### src/rtl/dma_rsp_enc.sv
// dma_rsp_enc: rebuilds virtual read-response addresses from physical tags and
// queues them in order toward the AXI bridge.
package dma_rsp_enc_pkg;
    localparam int CH_ADDR_WIDTH  = 3;
    localparam int BK_ADDR_WIDTH  = 4;
    localparam int ROW_ADDR_WIDTH = 14;
    localparam int COL_ADDR_WIDTH = 6;
    localparam int GPR_ADDR_WIDTH = 5;
    localparam int CFR_ADDR_WIDTH = 5;
    localparam int DATA_WIDTH     = 32;
    localparam logic [31:0] GPR_ADDR_0 = 32'hF000_0000;
    localparam logic [31:0] CFR_ADDR_0 = 32'hF000_1000;
    localparam logic [31:0] ISR_ADDR_0 = 32'hF000_2000;
    typedef enum logic [2:0] {
        RoChBaCo = 3'd0,
        RoCoBaCh = 3'd1,
        ChRoBaCo = 3'd2,
        ChRoCoBa = 3'd3
    } addr_map_t;
    typedef enum logic [1:0] {
        DRAM_RANGE = 2'd0,
        GPR_RANGE  = 2'd1,
        CFR_RANGE  = 2'd2,
        ISR_RANGE  = 2'd3
    } addr_range_t;
endpackage

module dma_rsp_enc
    import dma_rsp_enc_pkg::*;
#(
    parameter int DEPTH      = 4,
    parameter int ADDR_WIDTH = 32
) (
    input  logic                        clk,
    input  logic                        rst,
    input  addr_map_t                   ADDR_MAP,
    input  logic                        dcore_rsp_valid,
    output logic                        renc_rdy,
    input  addr_range_t                 dcore_rsp_range,
    input  logic [CH_ADDR_WIDTH-1:0]    dcore_rsp_ch_addr,
    input  logic [BK_ADDR_WIDTH-1:0]    dcore_rsp_bk_addr,
    input  logic [ROW_ADDR_WIDTH-1:0]   dcore_rsp_row_addr,
    input  logic [COL_ADDR_WIDTH-1:0]   dcore_rsp_col_addr,
    input  logic [GPR_ADDR_WIDTH-1:0]   dcore_rsp_gpr_addr,
    input  logic [CFR_ADDR_WIDTH-1:0]   dcore_rsp_cfr_addr,
    input  logic [DATA_WIDTH-1:0]       dcore_rsp_data,
    output logic                        renc_pkt_valid,
    input  logic                        axbr_rsp_rdy,
    output logic [ADDR_WIDTH-1:0]       renc_pkt_addr,
    output logic [DATA_WIDTH-1:0]       renc_pkt_data,
    output logic                        renc_pkt_err,
    output logic                        renc_err_sticky,
    output logic [$clog2(DEPTH):0]      renc_count
);
    localparam int PW = $clog2(DEPTH);
    localparam int CW = PW + 1;
    localparam int C  = CH_ADDR_WIDTH;

    typedef struct packed {
        logic [ADDR_WIDTH-1:0] addr;
        logic [DATA_WIDTH-1:0] data;
        logic                  err;
    } entry_t;

    entry_t                mem [DEPTH];
    entry_t                wr_entry;
    logic [PW-1:0]         rd_ptr, wr_ptr;
    logic [ADDR_WIDTH-1:0] dram_addr;
    logic                  push, pop, is_isr;

    assign renc_rdy       = renc_count != CW'(DEPTH);
    assign renc_pkt_valid = renc_count != '0;
    assign push           = dcore_rsp_valid && renc_rdy;
    assign pop            = renc_pkt_valid && axbr_rsp_rdy;
    assign is_isr         = dcore_rsp_range == ISR_RANGE;

    always_comb begin
        dram_addr = '0;
        case (ADDR_MAP)
            RoChBaCo: begin
                dram_addr[15+C+:ROW_ADDR_WIDTH] = dcore_rsp_row_addr;
                dram_addr[15+:C]                = dcore_rsp_ch_addr;
                dram_addr[11+:BK_ADDR_WIDTH]    = dcore_rsp_bk_addr;
                dram_addr[5+:COL_ADDR_WIDTH]    = dcore_rsp_col_addr;
            end
            RoCoBaCh: begin
                dram_addr[15+C+:ROW_ADDR_WIDTH] = dcore_rsp_row_addr;
                dram_addr[9+C+:COL_ADDR_WIDTH]  = dcore_rsp_col_addr;
                dram_addr[5+C+:BK_ADDR_WIDTH]   = dcore_rsp_bk_addr;
                dram_addr[5+:C]                 = dcore_rsp_ch_addr;
            end
            ChRoBaCo: begin
                dram_addr[29+:C]                = dcore_rsp_ch_addr;
                dram_addr[15+:ROW_ADDR_WIDTH]   = dcore_rsp_row_addr;
                dram_addr[11+:BK_ADDR_WIDTH]    = dcore_rsp_bk_addr;
                dram_addr[5+:COL_ADDR_WIDTH]    = dcore_rsp_col_addr;
            end
            ChRoCoBa: begin
                dram_addr[29+:C]                = dcore_rsp_ch_addr;
                dram_addr[15+:ROW_ADDR_WIDTH]   = dcore_rsp_row_addr;
                dram_addr[9+:COL_ADDR_WIDTH]    = dcore_rsp_col_addr;
                dram_addr[5+:BK_ADDR_WIDTH]     = dcore_rsp_bk_addr;
            end
            default: dram_addr = '0;
        endcase
    end

    always_comb begin
        wr_entry.addr = dcore_rsp_range == GPR_RANGE ? ADDR_WIDTH'(GPR_ADDR_0) + (ADDR_WIDTH'(dcore_rsp_gpr_addr) << 5) :
                        dcore_rsp_range == CFR_RANGE ? ADDR_WIDTH'(CFR_ADDR_0) + (ADDR_WIDTH'(dcore_rsp_cfr_addr) << 5) :
                        is_isr                       ? ADDR_WIDTH'(ISR_ADDR_0) : dram_addr;
        wr_entry.data = is_isr ? '0 : dcore_rsp_data;
        wr_entry.err  = is_isr;
    end

    // Payload storage is left unreset; outputs are masked while the queue is empty.
    always_ff @(posedge clk) begin
        if (push) mem[wr_ptr] <= wr_entry;
    end

    always_ff @(posedge clk or posedge rst) begin
        if (rst) begin
            rd_ptr          <= '0;
            wr_ptr          <= '0;
            renc_count      <= '0;
            renc_err_sticky <= 1'b0;
        end else begin
            if (push) wr_ptr <= wr_ptr + 1'b1;
            if (pop) rd_ptr <= rd_ptr + 1'b1;
            renc_count <= renc_count + CW'(push) - CW'(pop);
            if (push && is_isr) renc_err_sticky <= 1'b1;
        end
    end

    assign renc_pkt_addr = renc_pkt_valid ? mem[rd_ptr].addr : '0;
    assign renc_pkt_data = renc_pkt_valid ? mem[rd_ptr].data : '0;
    assign renc_pkt_err  = renc_pkt_valid && mem[rd_ptr].err;
endmodule

### config.mk
export PLATFORM = sky130hd
export DESIGN_NAME = dma_rsp_enc
export DESIGN_NICKNAME = d
export VERILOG_FILES = /design/src/rtl/dma_rsp_enc.sv
export SDC_FILE = /design/constraint.sdc
export NUM_CORES = 1
export LEC_CHECK = 0
export ABC_AREA = 1
export BUFFER_PORTS_ARGS = -buffer_cell sky130_fd_sc_hd__buf_2
export CAP_MARGIN = 20
export CORE_MARGIN = 1.5
export CORE_UTILIZATION = 50
export CTS_CLUSTER_DIAMETER = 150
export CTS_CLUSTER_SIZE = 24
export DETAILED_ROUTE_END_ITERATION = 7
export PLACE_DENSITY = 0.74
export SLEW_MARGIN = 0
export SYNTH_ARGS = -nofsm -noshare
export SYNTH_HDL_FRONTEND = slang
export SYNTH_SLANG_ARGS = --single-unit
### constraint.sdc
create_clock -name clk -period 3.54 [get_ports clk]
set_input_delay 0.708 -clock clk [delete_from_list [all_inputs] [get_ports clk]]
set_output_delay 0.708 -clock clk [all_outputs]
set_load 0.05 [all_outputs]
==> run summary <==
I/O pin total - 149
Cell Pwr Density - 961 nW/um^2
Critical Path Slowest Stage Cell - dfrtp_4
Final core utilization - 0.576
R2R setup slack - 1.17 ns
Starting Density - 0.512
Sink Count - 248
GRT Total Usage - 0.206
Worst reg2reg startpoint - renc_count[1]
Cell family with the largest share of critical-path delay - buffers and inverters
Clk Latency, worst-skew pair - 0.48 ns
Worst Path Arrival - 2.26 ns
Std-Cell Rows - 53
Worst clock skew - 0.0246 ns
DR DRC count - 0
First-pass GRT wire length - 36.1 mm
Netlist Area Pre-Place - 10800 sq um
Reg clk slew, reported paths - 0.09 ns
Postcts setup bufs - 0
CTS tree - built
Vias in the first global route - 6969
CP Capture Type - primary output
MaxCap Viol Count - 0
Half-perimeter wire length after placement - 13.7 mm
Reg-to-Reg End - renc_count[2]
CTS buffer count - 14
Worst-Margin Slew - 0.787 ns
WL final - 23.0 mm
DR WL/cell - 16.4 um
Synth warn - 0
DRT antenna net count - 0
CP max FO - 122
Status - finished clean
Final min period - 2.97 ns
DRT Pass-1 Iters - 7
Worst R2R Path Depth - 9
Final setup vio count - 0
Worst hold-check path type - input pin to async pin
Sequential element share of the synthesized area - 0.686
Synth Register Bits - 248
FMAX - 0.337 GHz
Die W - 150 um
Data required, critical path - 2.83 ns
Hold-fix buffers, CTS - 0
Leakage power total - 4.61 nW
Crit start category - flip-flop
Via-to-Cell Ratio - 5.31
Crit Path Class - flip-flop to primary output
Synth-to-layout area growth - 12.4%
Htree depth - 1
Nets - 1198
Die Height - 150 um
CTS root buf - clkbuf_16
Largest net degree at the start of global routing - 123
CP cell instances - buf_12 > nor2_1 > nor2_1 > o21ai_0 > a21oi_1 > buf_2
Slew headroom - 0.476
Final hold slack - 0.160 ns
CP max stage delay - 0.44 ns
Period utilization - 0.839
CTS resizes - 0
CTS max path bufs - 3
Bufs and invs on worst path - 2
Final Hold Viols - 0
Buffers on Ports - 143
Initial antenna violation count - 0
Avg Cell Area, Syn - 10.9 sq um
Core Region - 21100 sq um
Worst vdd ir - 0.783 mV
WP depth - 6
Cell variety after synth - 29
Die Area - 22500 sq um
# diodes - 0
Dpl cells - 1372
Max-slew violation count - 0
Post-route insts no fill - 1396
Synth Instances - 993
CP most frequent cell - nor2_1
GPL Wtd Cong - 0.844
Via count - 7406
Layout cells sized above 1 - 0.176
GRT overflow - 0
RSZ-0062 raised after global routing - false
Initial DRC Count - 631
-- per-layer routing --
metal | share of wire | up-vias | track usage
met5 | 0 | - | 0
met4 | 0.018 | 0 | 0.0583
met3 | 0.069 | 29 | 0.0235
met2 | 0.50 | 269 | 0.355
met1 | 0.41 | 3518 | 0.278
li1 | - | 3590 | -
-- Yosys cell counts (all sizes together) --
library cell  number  area share
nand2             89       0.031
clkbuf            26       0.010
buf               34       0.024
xnor2              2      0.0016
xor2               3      0.0024
conb               1     0.00035
nor3               2      0.0030
o21ai            120       0.056
edfxtp           240        0.67
fa                 1      0.0019
nand4              3      0.0017
o21bai             1     0.00070
inv               67       0.024
nand3             28       0.013
a21oi             74       0.034
dfrtp              8       0.019
ha                 6      0.0069
nor2             288        0.10
-- layout make-up --
cell class              instances  area (sq um)
well taps                     275           344
inverters                      67           255
clock inverters                 1          16.3
clock buffers                  23           405
fillers                      1727          8950
flip-flops and latches        248          7410
repair buffers                160           893
multi-input cells             622          2810
-- cells in the final DEF, fill, tap and decap left out, drive strengths merged --
master	count
a21oi	74
nor2	288
clkbuf	23
fa	1
edfxtp	240
o21ai	120
o21bai	1
nor3	2
clkinv	1
dfrtp	8
xor2	3
nand3	28
inv	67
nand2	89
conb	5
xnor2	2
buf	160
nand4	3
ha	6
-- through the flow --
step | area [sq um] | power (mW) | setup slack, ns | setup TNS, ns
after floorplan | 10800 | 8.71 | -0.962 | -230.93
after global placement | 11700 | 10.0 | 1.10 | 0
after detailed placement | 11700 | 10.1 | 1.10 | 0
after CTS | 12100 | 11.8 | 0.573 | 0
after global routing | 12100 | 12.3 | 0.374 | 0
final | 12100 | 11.7 | 0.570 | 0
-- how the worst max path moves through the flow --
stage	from	end	slack, ns
3_3_place_gp	rd_ptr[0]	renc_pkt_addr[12]	1.10
2_1_floorplan	renc_count[1]	mem[0][0]	-0.96
5_1_grt	rd_ptr[0]	renc_pkt_data[2]	0.37
6_report	rd_ptr[0]	renc_pkt_data[0]	0.57
3_5_place_dp	rd_ptr[0]	renc_pkt_addr[12]	1.10
4_1_cts	rd_ptr[0]	renc_pkt_addr[12]	0.57
-- registers in the layout, indices dropped and copies added (netlist names) --
register         cells
mem                240
rd_ptr               2
renc_count           3
renc_err_sticky      1
wr_ptr               2
-- kinds of logic (layout without fill, tap and decap cells) --
logic type | Yosys count | in the layout | share of synthesized area
simple gates | 410 | 410 | 0.152
flops | 248 | 248 | 0.686
compound gates | 195 | 195 | 0.0906
buf+inv | 127 | 251 | 0.0581
fa+ha+maj | 7 | 7 | 0.00880
xor+xnor | 5 | 5 | 0.00405
other cells | 1 | 5 | 0.000347
-- where the power goes --
group	switching, mW	internal (mW)
Combinational	4.56	1.34
Sequential	0.160	3.91
Clock	0.886	0.805
Total	5.61	6.06
-- worst reg2reg max path, delay by kind of cell, from the launching register on --
family        cells  cell delay (ns)
xor+xnor          1             0.14
simple gates      2             0.38
buf+inv           3             0.45
fa+ha+maj         3             0.81
flops             1             0.48
Power figures use the tool's default switching activity.
